[src/rtl/alu_dispatch.sv]
// Decode/dispatch stage in front of the integer ALU: decodes OP and OP-IMM
// instructions into ALU op/operands and queues them in a 2-entry FIFO.
module alu_dispatch #(
   parameter int DATA_WIDTH = 32,
   parameter bit RVE        = 1'b0
) (
   input  logic                  clk,
   input  logic                  reset,
   input  logic                  in_valid,
   output logic                  in_ready,
   input  logic [31:0]           instr,
   input  logic [DATA_WIDTH-1:0] rs1_data,
   input  logic [DATA_WIDTH-1:0] rs2_data,
   output logic                  out_valid,
   input  logic                  out_ready,
   output logic [3:0]            alu_op,
   output logic [DATA_WIDTH-1:0] alu_a,
   output logic [DATA_WIDTH-1:0] alu_b,
   output logic [4:0]            alu_rd,
   output logic                  illegal
);

   localparam logic [6:0] OPC_OP  = 7'b0110011;
   localparam logic [6:0] OPC_IMM = 7'b0010011;
   localparam logic [6:0] F7_BASE = 7'b0000000;
   localparam logic [6:0] F7_ALT  = 7'b0100000;
   localparam logic [3:0] ALU_SLL = 4'b0001;
   localparam logic [3:0] ALU_SRL = 4'b0101;
   localparam logic [3:0] ALU_SUB = 4'b1000;
   localparam logic [3:0] ALU_SRA = 4'b1101;
   localparam logic [3:0] ALU_ILL = 4'b1111;

   logic [6:0] opcode;
   logic [2:0] funct3;
   logic [6:0] funct7;
   logic [DATA_WIDTH-1:0] imm;
   logic [DATA_WIDTH-1:0] shamt;
   logic rve_bad;

   assign opcode = instr[6:0];
   assign funct3 = instr[14:12];
   assign funct7 = instr[31:25];
   assign imm    = {{(DATA_WIDTH-12){instr[31]}}, instr[31:20]};
   assign shamt  = {{(DATA_WIDTH-5){1'b0}}, instr[24:20]};

   // Reduced register file: any register field actually used must be below 16.
   assign rve_bad = RVE && ((instr[11:7] >= 5'd16) || (instr[19:15] >= 5'd16) ||
                            ((opcode == OPC_OP) && (instr[24:20] >= 5'd16)));

   logic                  legal;
   logic [3:0]            sel_op;
   logic [DATA_WIDTH-1:0] sel_b;
   logic [3:0]            dec_op;
   logic [DATA_WIDTH-1:0] dec_a;
   logic [DATA_WIDTH-1:0] dec_b;
   logic                  dec_ill;

   always_comb begin
      legal  = 1'b0;
      sel_op = ALU_ILL;
      sel_b  = '0;
      case (opcode)
         OPC_OP: begin
            sel_b = rs2_data;
            if (funct7 == F7_BASE) begin
               legal  = 1'b1;
               sel_op = {1'b0, funct3};
            end else if (funct7 == F7_ALT && funct3 == 3'b000) begin
               legal  = 1'b1;
               sel_op = ALU_SUB;
            end else if (funct7 == F7_ALT && funct3 == 3'b101) begin
               legal  = 1'b1;
               sel_op = ALU_SRA;
            end
         end
         OPC_IMM: begin
            case (funct3)
               3'b001: begin
                  sel_b  = shamt;
                  sel_op = ALU_SLL;
                  legal  = (funct7 == F7_BASE);
               end
               3'b101: begin
                  sel_b = shamt;
                  if (funct7 == F7_BASE) begin
                     legal  = 1'b1;
                     sel_op = ALU_SRL;
                  end else if (funct7 == F7_ALT) begin
                     legal  = 1'b1;
                     sel_op = ALU_SRA;
                  end
               end
               default: begin
                  sel_b  = imm;
                  sel_op = {1'b0, funct3};
                  legal  = 1'b1;
               end
            endcase
         end
         default: legal = 1'b0;
      endcase
   end

   // Illegal encodings still travel through the queue, but with neutral operands.
   always_comb begin
      if (legal && !rve_bad) begin
         dec_op  = sel_op;
         dec_a   = rs1_data;
         dec_b   = sel_b;
         dec_ill = 1'b0;
      end else begin
         dec_op  = ALU_ILL;
         dec_a   = '0;
         dec_b   = '0;
         dec_ill = 1'b1;
      end
   end

   logic [3:0]            op_q  [2];
   logic [DATA_WIDTH-1:0] a_q   [2];
   logic [DATA_WIDTH-1:0] b_q   [2];
   logic [4:0]            rd_q  [2];
   logic                  ill_q [2];
   logic [1:0]            count;
   logic                  head;
   logic                  tail;
   logic                  push;
   logic                  pop;

   assign in_ready  = !reset && (count != 2'd2);
   assign out_valid = (count != 2'd0);
   assign push      = in_valid && in_ready;
   assign pop       = out_valid && out_ready;

   assign alu_op  = op_q[head];
   assign alu_a   = a_q[head];
   assign alu_b   = b_q[head];
   assign alu_rd  = rd_q[head];
   assign illegal = ill_q[head];

   // Entries are cleared on reset so the idle head reads back as all zeros.
   always_ff @(posedge clk) begin
      if (reset) begin
         count <= 2'd0;
         head  <= 1'b0;
         tail  <= 1'b0;
         for (int i = 0; i < 2; i++) begin
            op_q[i]  <= '0;
            a_q[i]   <= '0;
            b_q[i]   <= '0;
            rd_q[i]  <= '0;
            ill_q[i] <= 1'b0;
         end
      end else begin
         if (push) begin
            op_q[tail]  <= dec_op;
            a_q[tail]   <= dec_a;
            b_q[tail]   <= dec_b;
            rd_q[tail]  <= instr[11:7];
            ill_q[tail] <= dec_ill;
            tail        <= ~tail;
         end
         if (pop) begin
            head <= ~head;
         end
         case ({push, pop})
            2'b10:   count <= count + 2'd1;
            2'b01:   count <= count - 2'd1;
            default: count <= count;
         endcase
      end
   end

endmodule

[config.mk]
export PLATFORM = sky130hd
export DESIGN_NAME = alu_dispatch
export DESIGN_NICKNAME = d
export VERILOG_FILES = /design/src/rtl/alu_dispatch.sv
export SDC_FILE = /design/constraint.sdc
export NUM_CORES = 1
export LEC_CHECK = 0
export ABC_AREA = 1
export CAP_MARGIN = 20
export CELL_PAD_IN_SITES_DETAIL_PLACEMENT = 1
export CELL_PAD_IN_SITES_GLOBAL_PLACEMENT = 2
export CORE_ASPECT_RATIO = 0.75
export CORE_MARGIN = 10
export CORE_UTILIZATION = 33
export DETAILED_ROUTE_END_ITERATION = 16
export GPL_TIMING_DRIVEN = 0
export PLACE_DENSITY = 0.8
export SLEW_MARGIN = 25
export SYNTH_ARGS = -nofsm -noshare
export SYNTH_HDL_FRONTEND = slang
export SYNTH_SLANG_ARGS = --single-unit
[constraint.sdc]
create_clock -name clk -period 4.2 [get_ports clk]
set_clock_uncertainty 0.1 [all_clocks]
set_input_delay 0.42 -clock clk [delete_from_list [all_inputs] [get_ports clk]]
set_output_delay 0.42 -clock clk [all_outputs]
set_load 0.005 [all_outputs]
After elaboration in Yosys (flattened, before gate mapping)
Memories as Yosys holds them, arrays and structs flattened. A register that Yosys moved wholly into a read port is not among the register bits.
Index checks and enable logic that the tools add are counted.
{"block": "word_totals", "register_bits": 4, "latchBits": 0, "ramBits": 148, "romBits": 0, "in_bits": 100, "output_inout_bits": 76, "word_cells": 87, "mem_count": 5}
{"name": "a_q", "depth": 2, "width": 32, "rd": 1, "rd_clocked_by_memory_dff": 1, "wr": 2, "line": "120", "rtl": "logic [DATA_WIDTH-1:0] a_q [2];"}
{"name": "b_q", "depth": 2, "width": 32, "rd": 1, "rd_clocked_by_memory_dff": 1, "wr": 2, "line": "121", "rtl": "logic [DATA_WIDTH-1:0] b_q [2];"}
{"name": "rd_q", "depth": 2, "width": 5, "rd": 1, "rd_clocked_by_memory_dff": 1, "wr": 2, "line": "122", "rtl": "logic [4:0] rd_q [2];"}
{"name": "op_q", "depth": 2, "width": 4, "rd": 1, "rd_clocked_by_memory_dff": 1, "wr": 2, "line": "119", "rtl": "logic [3:0] op_q [2];"}
{"name": "ill_q", "depth": 2, "width": 1, "rd": 1, "rd_clocked_by_memory_dff": 1, "wr": 2, "line": "123", "rtl": "logic ill_q [2];"}
{"block": "classes", "n_addsub": 2, "mul": 0, "div": 0, "n_lt_le_gt_ge": 0, "eq_ne": 8, "shifts": 0, "mux": 51, "n_bitwise": 2, "reduce_logical": 16}
{"op": "two-way mux 32 bit", "count": 5}
{"op": "one-hot mux 32 bit (2 select lines)", "count": 1}
{"op": "OR reduction 32 bit", "count": 2}
{"op": "two-way mux 1 bit", "count": 32}
{"op": "two-way mux 4 bit", "count": 4}
{"op": "one-hot mux 4 bit (2 select lines)", "count": 2}
{"op": "equality test 7 x 6 -> 1 bit, second input constant", "count": 2}
{"op": "equality test 7 x 5 -> 1 bit, second input constant", "count": 1}
{"op": "zero test 7 bit", "count": 1}
{"op": "logical AND 1 bit", "count": 5}
{"op": "two-way mux 5 bit", "count": 1}
{"op": "OR reduction 5 bit", "count": 1}
{"op": "two-way mux 2 bit", "count": 2}
{"op": "one-hot mux 1 bit (2 select lines)", "count": 2}
{"op": "one-hot mux 2 bit (2 select lines)", "count": 1}
{"op": "nonzero test 2 bit", "count": 2}
{"op": "OR reduction 4 bit", "count": 1}
{"op": "equality test 3 x 1 -> 1 bit, second input constant", "count": 1}
{"op": "equality test 3 bit, second input constant", "count": 1}
{"op": "zero test 3 bit", "count": 1}
{"op": "two-way mux 3 bit", "count": 1}
{"op": "adder 2 x 1 -> 2 bit, second input constant", "count": 1}
{"op": "equality test 2 x 1 -> 1 bit, second input constant", "count": 1}
{"op": "equality test 2 bit, second input constant", "count": 1}
{"op": "6 further kinds", "count": 7}

Logic depth before layout (Yosys ltp)
Gate-level depths: netlist of run 1.
{"block": "depth", "ltp_word": 8, "ltp_mapped": 10}

Worst setup path before layout of run 1
Ideal clock, no wire load.
{"block": "synth_path", "path_kind": "input to register", "from": "in reset", "to": "mem a_q[0][0], enable pin", "setup_ps": 434, "t_arrival_ps": 2725, "required_ps": 3666, "setup_slack_ps": 940, "cell_stages": 7, "path_buffers": 2, "path_cell_list": "a21oi_2 -> nand2_2 -> nor2_1 -> inv_2 -> buf_6 -> buf_2 -> nand2_1"}
{"item": "start: declaration", "line": "8", "rtl": "input logic reset,"}
{"item": "end: declaration", "line": "120"}

==> results of run 1 <==
[worst reg2reg max path: stages (launching register included)]
cell,delay [ns]
dfxtp_1,0.36
inv_2,0.07
a21oi_2,0.16
nand2_2,0.13
nor2_1,0.17
inv_2,0.06
buf_6,0.15
buf_2,0.22
nand2_4,0.36
buf_16,0.33
[cell type report]
type | count | area [um^2]
plain buffers | 37 | 262
clock buffers | 17 | 425
clock inverters | 15 | 176
fillers | 2414 | 12000
inverters | 26 | 97.6
multi-input cells | 427 | 2710
flip-flops and latches | 153 | 4540
well taps | 294 | 368
repair buffers | 172 | 1760
[metrics by stage]
stage	TNS (ns)	total power, mW	util	instance area, um^2
detailed placement	0	2.50	0.436	9730
global route	0	4.18	0.462	10300
floorplan	0	2.09	-	7590
CTS	0	4.09	0.462	10300
finish	0	4.03	0.462	10300
global placement	-89.12	2.49	0.432	9660
[kinds of logic (layout without fill, tap and decap cells)]
family,after synthesis,in the layout
and+or+nand+nor,332,332
AOI/OAI and AO/OA,20,20
buffers and inverters,63,267
muxes,74,74
DFF,153,153
adders and majority gates,1,1
[power groups by stage]
stage | registers, mW | logic (mW) | clock network, mW
2_1_floorplan | 1.82 | 0.275 | 0
3_3_place_gp | 1.83 | 0.658 | 0
3_5_place_dp | 1.82 | 0.674 | 0
4_1_cts | 1.79 | 0.681 | 1.62
5_1_grt | 1.80 | 0.718 | 1.67
6_report | 1.79 | 0.662 | 1.58
[state kept, by name (all words and copies together), names as in the netlist, named ones only]
register and flops:
b_q 64, op_q 8, a_q 64, count 2, rd_q 10, head 1
ill_q 2, tail 1
[how the worst max path moves through the flow]
stage               start    endpoint  slack [ns]
CTS                  flop   alu_op[1]        1.02
floorplan           reset   a_q[0][0]        0.94
global route         flop   alu_b[29]        0.95
finish               flop   alu_op[2]        1.13
global placement    reset   b_q[0][2]       -0.70
detailed placement  reset  a_q[0][30]        1.25
[routing by layer]
layer / global-route usage / part of all wire
met1: 0.187 / 0.47
met2: 0.230 / 0.47
met3: 0.0404 / 0.054
met4: 0.0324 / 0.0035
met5: 0 / 0
[cell usage in the layout (no fill, tap or decap), drive strengths merged]
cell / Yosys / final
o211ai: 1 / 1
buf: 28 / 30
mux2: 74 / 74
bufinv: 0 / 2
inv: 26 / 35
clkdlybuf4s50: 0 / 170
o21ai: 6 / 6
nand3b: 1 / 1
nand3: 15 / 15
nand2: 161 / 161
ha: 1 / 1
a21oi: 13 / 13
dfxtp: 5 / 5
clkinvlp: 0 / 4
nor2: 152 / 152
nor3: 3 / 3
clkbuf: 9 / 26
edfxtp: 148 / 148
==> impl_metrics.ini, run 1 <==
[status]
status = finished clean

[sta]
max_slew_margin = 0.512
period_minus_slack_ns = 3.07
fin_hold_ws_ns = 0.360
setup_viol = 0
fmax_mhz = 326
fin_crit_sh = 0.731
rsz0062_at_grt = no
hold_viol = 0
slew_viol_final = 0
setup_ws_ns = 1.13
worstMarginPinSlew_ns = 0.732

[layout]
n_antenna_cell = 0
instances_no_fill = 1141
nets = 935
syn2layout_area_growth_pct = 36.1
drive_above_1_share = 0.294

[clock_network]
post-cts-setup-buffer-count = 0
numCtsBuffers = 17
cts_root_buffer = clkbuf_16
clk_latency_ns = 0.42
clock_sinks = 153
clkTransAtPathRegs_ns = 0.07
cts_tree = done
cts-resized-gates = 0
clock_path_buffers = 2
htreeDepth = 4
hold_buffers = 0

[critical_path]
cp-end-kind = output pin
path_class = reg2out
crit_path_start_kind = flop
cpPeakStageDelay_ns = 0.51
cp_top_family = buffers and inverters
cp_num_buf_inv = 3
critical_path_required_ns = 3.68
worst_r2r_endpoint = a_q[0][22]
r2r_slack_ns = 1.73
crit_path_cell_trace = clkbuf_1 > buf_2 > mux2_2 > clkdlybuf4s50_1
path_depth = 4
critPathSlowestCell = clkdlybuf4s50_1
path_max_fanout = 10
r2r_start = count[0]
critPathArrivalTime_ns = 2.55
ff2ff_path_depth = 9

[drt]
via_count = 5191
detail_route.vias_per_cell = 4.55
drt_iter0_drc = 189
drtAntennaViolNets = 0
drt-total-wl_um = 21100
post-route-drc-count = 0
dr.pass1.iters = 5
wl_per_cell_um = 18.5

[placed_design]
pre_cts_slack_ns = 1.25
dp.cells = 1109
hpwl_um = 15500
io_buffers = 170
gp_congestion = 0.839

[synthesis]
synthArstFlopShare = 0
syn_inst = 643
synthSimpleGateAreaFrac = 0.229
synth_adder_area_share = 0.00165
synth_compound_area_frac = 0.0140
synth_top_area_cell = edfxtp_1
synth-warning-count = 0
synth_top_family_by_area = simple AND/OR/NAND/NOR gates
netlist_area_um2 = 7590
synth_edf_count = 148
synth_top_area_frac = 0.585
synth_area_per_cell_um2 = 11.8
synthTopCellsByCount = edfxtp_1 (148), nand2_1 (123), nor2_1 (87), mux2_2 (74), nor2_2 (62)
ys_top_cells_by_area = edfxtp_1 (59%), mux2_2 (11%), nand2_1 (6.1%)
synth.area.mux_share = 0.110
ys_seq_area_frac = 0.598
ys_seq_elements = 153
synth_cell_type_count = 28
synthFlopType = edfxtp_1
syn-num-nets = 744
synth_most_common_cell = edfxtp_1
synth-xor-area-share = 0

[pwr]
intPower_mw = 3.03
switchingPower_uw = 999
leakage_nw = 4.11
pwr-share-comb = 0.164
p_seq_frac = 0.444
ir_worst_vdd_mv = 0.238
clkPwrFrac = 0.392
swShare = 0.248
power.density_nw_per_um2 = 390

[floorplanning]
fp-row-count = 47
fp.coreArea_um2 = 22300
start_util = 0.340
design.die.area_um2 = 29500
die_w_um = 195
io_pins = 176
die_height_um = 151

[grt]
grt_pass1_wl_um = 33100
antenna_found_initial = 0
grtUsageTotal = 0.143
grt_overflow = 0
grt_max_degree = 48
grt_pass1_vias = 5848

[worst_hold_path]
hold_depth = 1
whs_endpoint = head
hold_path.class = reg2reg
min_from = head

[job]
max_cap_viol_count = 0
Note: power is estimated with default switching activity, not from simulation.
==> inputs of run 2 (changes only) <==
--- a/config.mk
+++ b/config.mk
@@ -11,10 +11,10 @@
 export CELL_PAD_IN_SITES_GLOBAL_PLACEMENT = 2
 export CORE_ASPECT_RATIO = 0.75
 export CORE_MARGIN = 10
-export CORE_UTILIZATION = 33
+export CORE_UTILIZATION = 30
 export DETAILED_ROUTE_END_ITERATION = 16
 export GPL_TIMING_DRIVEN = 0
-export PLACE_DENSITY = 0.8
+export PLACE_DENSITY = 0.77
 export SLEW_MARGIN = 25
 export SYNTH_ARGS = -nofsm -noshare
 export SYNTH_HDL_FRONTEND = slang
==> constraint.sdc (replaced) <==
create_clock -name clk -period 2.5 [get_ports clk]
set_clock_uncertainty 0.1 [all_clocks]
set_input_delay 0.25 -clock clk [delete_from_list [all_inputs] [get_ports clk]]
set_output_delay 0.25 -clock clk [all_outputs]
set_load 0.005 [all_outputs]
==> run 2 against run 1 <==
  * Sequential cell count is the same
  * Global-route usage is 0.41 points lower
  * Register-to-register slack worse by 1.5 ns
  * Sequential power is 68% higher
  * Sequential share of layout area decreased by 0.22 points
  * Cell area is 0.51% higher
  * Critical path depth unchanged
  * Wire length is 3.0% higher
  * Power rose by 67%
  * Critical endpoint is now alu_b[17]
  * Largest cell class unchanged
  * Highest routed layer unchanged
==> impl_metrics.ini, run 2 (synthesis results as in run 1) <==
[status]
status = finished clean

[clock_network]
cts_root_buffer = clkbuf_16
clk_latency_ns = 0.43
clock_path_buffers = 2
htreeDepth = 4
post-cts-setup-buffer-count = 0
numCtsBuffers = 17
clkTransAtPathRegs_ns = 0.07
cts_tree = done
clock_sinks = 153

[critical_path]
crit_path_start_kind = flop
cp-end-kind = output pin
critPathArrivalTime_ns = 2.06
worst_r2r_endpoint = b_q[0][1]
setup.worst_path.end = alu_b[17]
cp_top_family = buffers and inverters
ff2ff_path_depth = 8
critical_path_required_ns = 2.15
r2r_start = count[0]
path_max_fanout = 10
path_depth = 4
critPathSlowestCell = clkdlybuf4s50_1
crit_path_cell_trace = clkbuf_8 > buf_4 > mux2_2 > clkdlybuf4s50_1
cpPeakStageDelay_ns = 0.46
r2r_slack_ns = 0.20
cp_num_buf_inv = 3
path_class = reg2out

[layout]
final_core_util = 0.416
final_common_cell = clkdlybuf4s50_1
drive_above_1_share = 0.296
instances_no_fill = 1186
layout_common_cells = clkdlybuf4s50_1 (169), edfxtp_1 (148), nand2_1 (121)
syn2layout_area_growth_pct = 36.8
reg_top3 = a_q (64), b_q (64), rd_q (10)
nets = 934
ff_latch_area_um2 = 4540
num-fill-cells = 2673
multiInputGateArea_um2 = 2730

[floorplanning]
die_height_um = 158
start_util = 0.304
fp-row-count = 50
io_pins = 176
design.die.area_um2 = 32100
fp.coreArea_um2 = 25000
die_w_um = 204

[sta]
worstMarginPinSlew_ns = 0.798
fmax_mhz = 415
hold_viol = 0
period_minus_slack_ns = 2.41
setup_viol = 0
rsz0062_at_grt = yes
finalSetupTns_ns = 0
fin_crit_sh = 0.963
max_slew_margin = 0.468
slew_viol_final = 0

[drt]
detail_route.vias_per_cell = 4.39
drtAntennaViolNets = 0
post-route-drc-count = 0
drt_iter0_drc = 204
via_count = 5202
drt-total-wl_um = 21700
wl_per_cell_um = 18.3
dr.pass1.iters = 4

[grt]
grt_overflow = 0
grt_max_degree = 76
grt_pass1_vias = 5790
grt_pass1_wl_um = 33600
antenna_found_initial = 2
grtUsageTotal = 0.139

[pwr]
ir_worst_vdd_mv = 0.461
power.density_nw_per_um2 = 648
leakage_nw = 4.11
power_mw = 6.73

[job]
max_cap_viol_count = 0

[placed_design]
gp_congestion = 0.764
io_buffers = 170
hpwl_um = 15300
dp.cells = 1151

[worst_hold_path]
hold_path.class = reg2reg
## run 2: worst min-delay path by stage
stage	start	to	slack [ns]	depth (start not counted)
after global routing	head	flop	0.38	1
after floorplan	head	flop	0.33	1
final	head	head	0.36	1
after detailed placement	head	flop	0.35	1
after CTS	head	flop	0.36	1
after global placement	head	head	0.33	1
## run 2: metal layers
| layer | GRT usage | share of wire | up-vias |
|---|---|---|---|
| met5 | 0 | 0 | - |
| met4 | 0.0361 | 0.0081 | 0 |
| met3 | 0.0498 | 0.068 | 15 |
| met2 | 0.223 | 0.46 | 135 |
| met1 | 0.174 | 0.46 | 2512 |
| li1 | - | - | 2540 |
## run 2: timing repair
item                                    CTS  global route
gates resized for setup                  10             5
pin swaps                                 0             1
hold buffers                              0             0
endpoints found under the setup margin   74             6
gates cloned                              0             1
## run 2: stage by stage
step | instance area (um^2) | hold WS [ns] | worst slack (ns)
2_1_floorplan | 7600 | 0.326 | 0.143
3_3_place_gp | 9730 | 0.334 | -0.906
3_5_place_dp | 9750 | 0.347 | -0.134
4_1_cts | 10400 | 0.357 | 0.00443
5_1_grt | 10400 | 0.379 | -0.00402
6_report | 10400 | 0.355 | 0.0915
## run 2: worst register-to-register path, cell delays in order (launching register included)
cell and delay [ns]:
dfxtp_1 0.36, inv_2 0.06, a21oi_2 0.15, nand2_2 0.10, nor2_1 0.16, inv_2 0.06, buf_6 0.15, buf_2 0.26
nand2_4 0.51
## run 2: final cells by class
cell class / instances / share of cell area
plain buffers: 37 / 0.0291
repair buffers: 170 / 0.164
flip-flops and latches: 153 / 0.437
clock inverters: 15 / 0.0146
multi-input cells: 428 / 0.263
clock buffers: 17 / 0.0410
inverters: 26 / 0.00940
diodes: 2 / 0.000482
well taps: 338 / 0.0407
## run 2: report_power, final
part / total, mW / internal, mW / switching (mW)
clock network: 2.59 / 1.41 / 1.18
registers: 3.00 / 2.96 / 0.0382
logic: 1.13 / 0.628 / 0.506
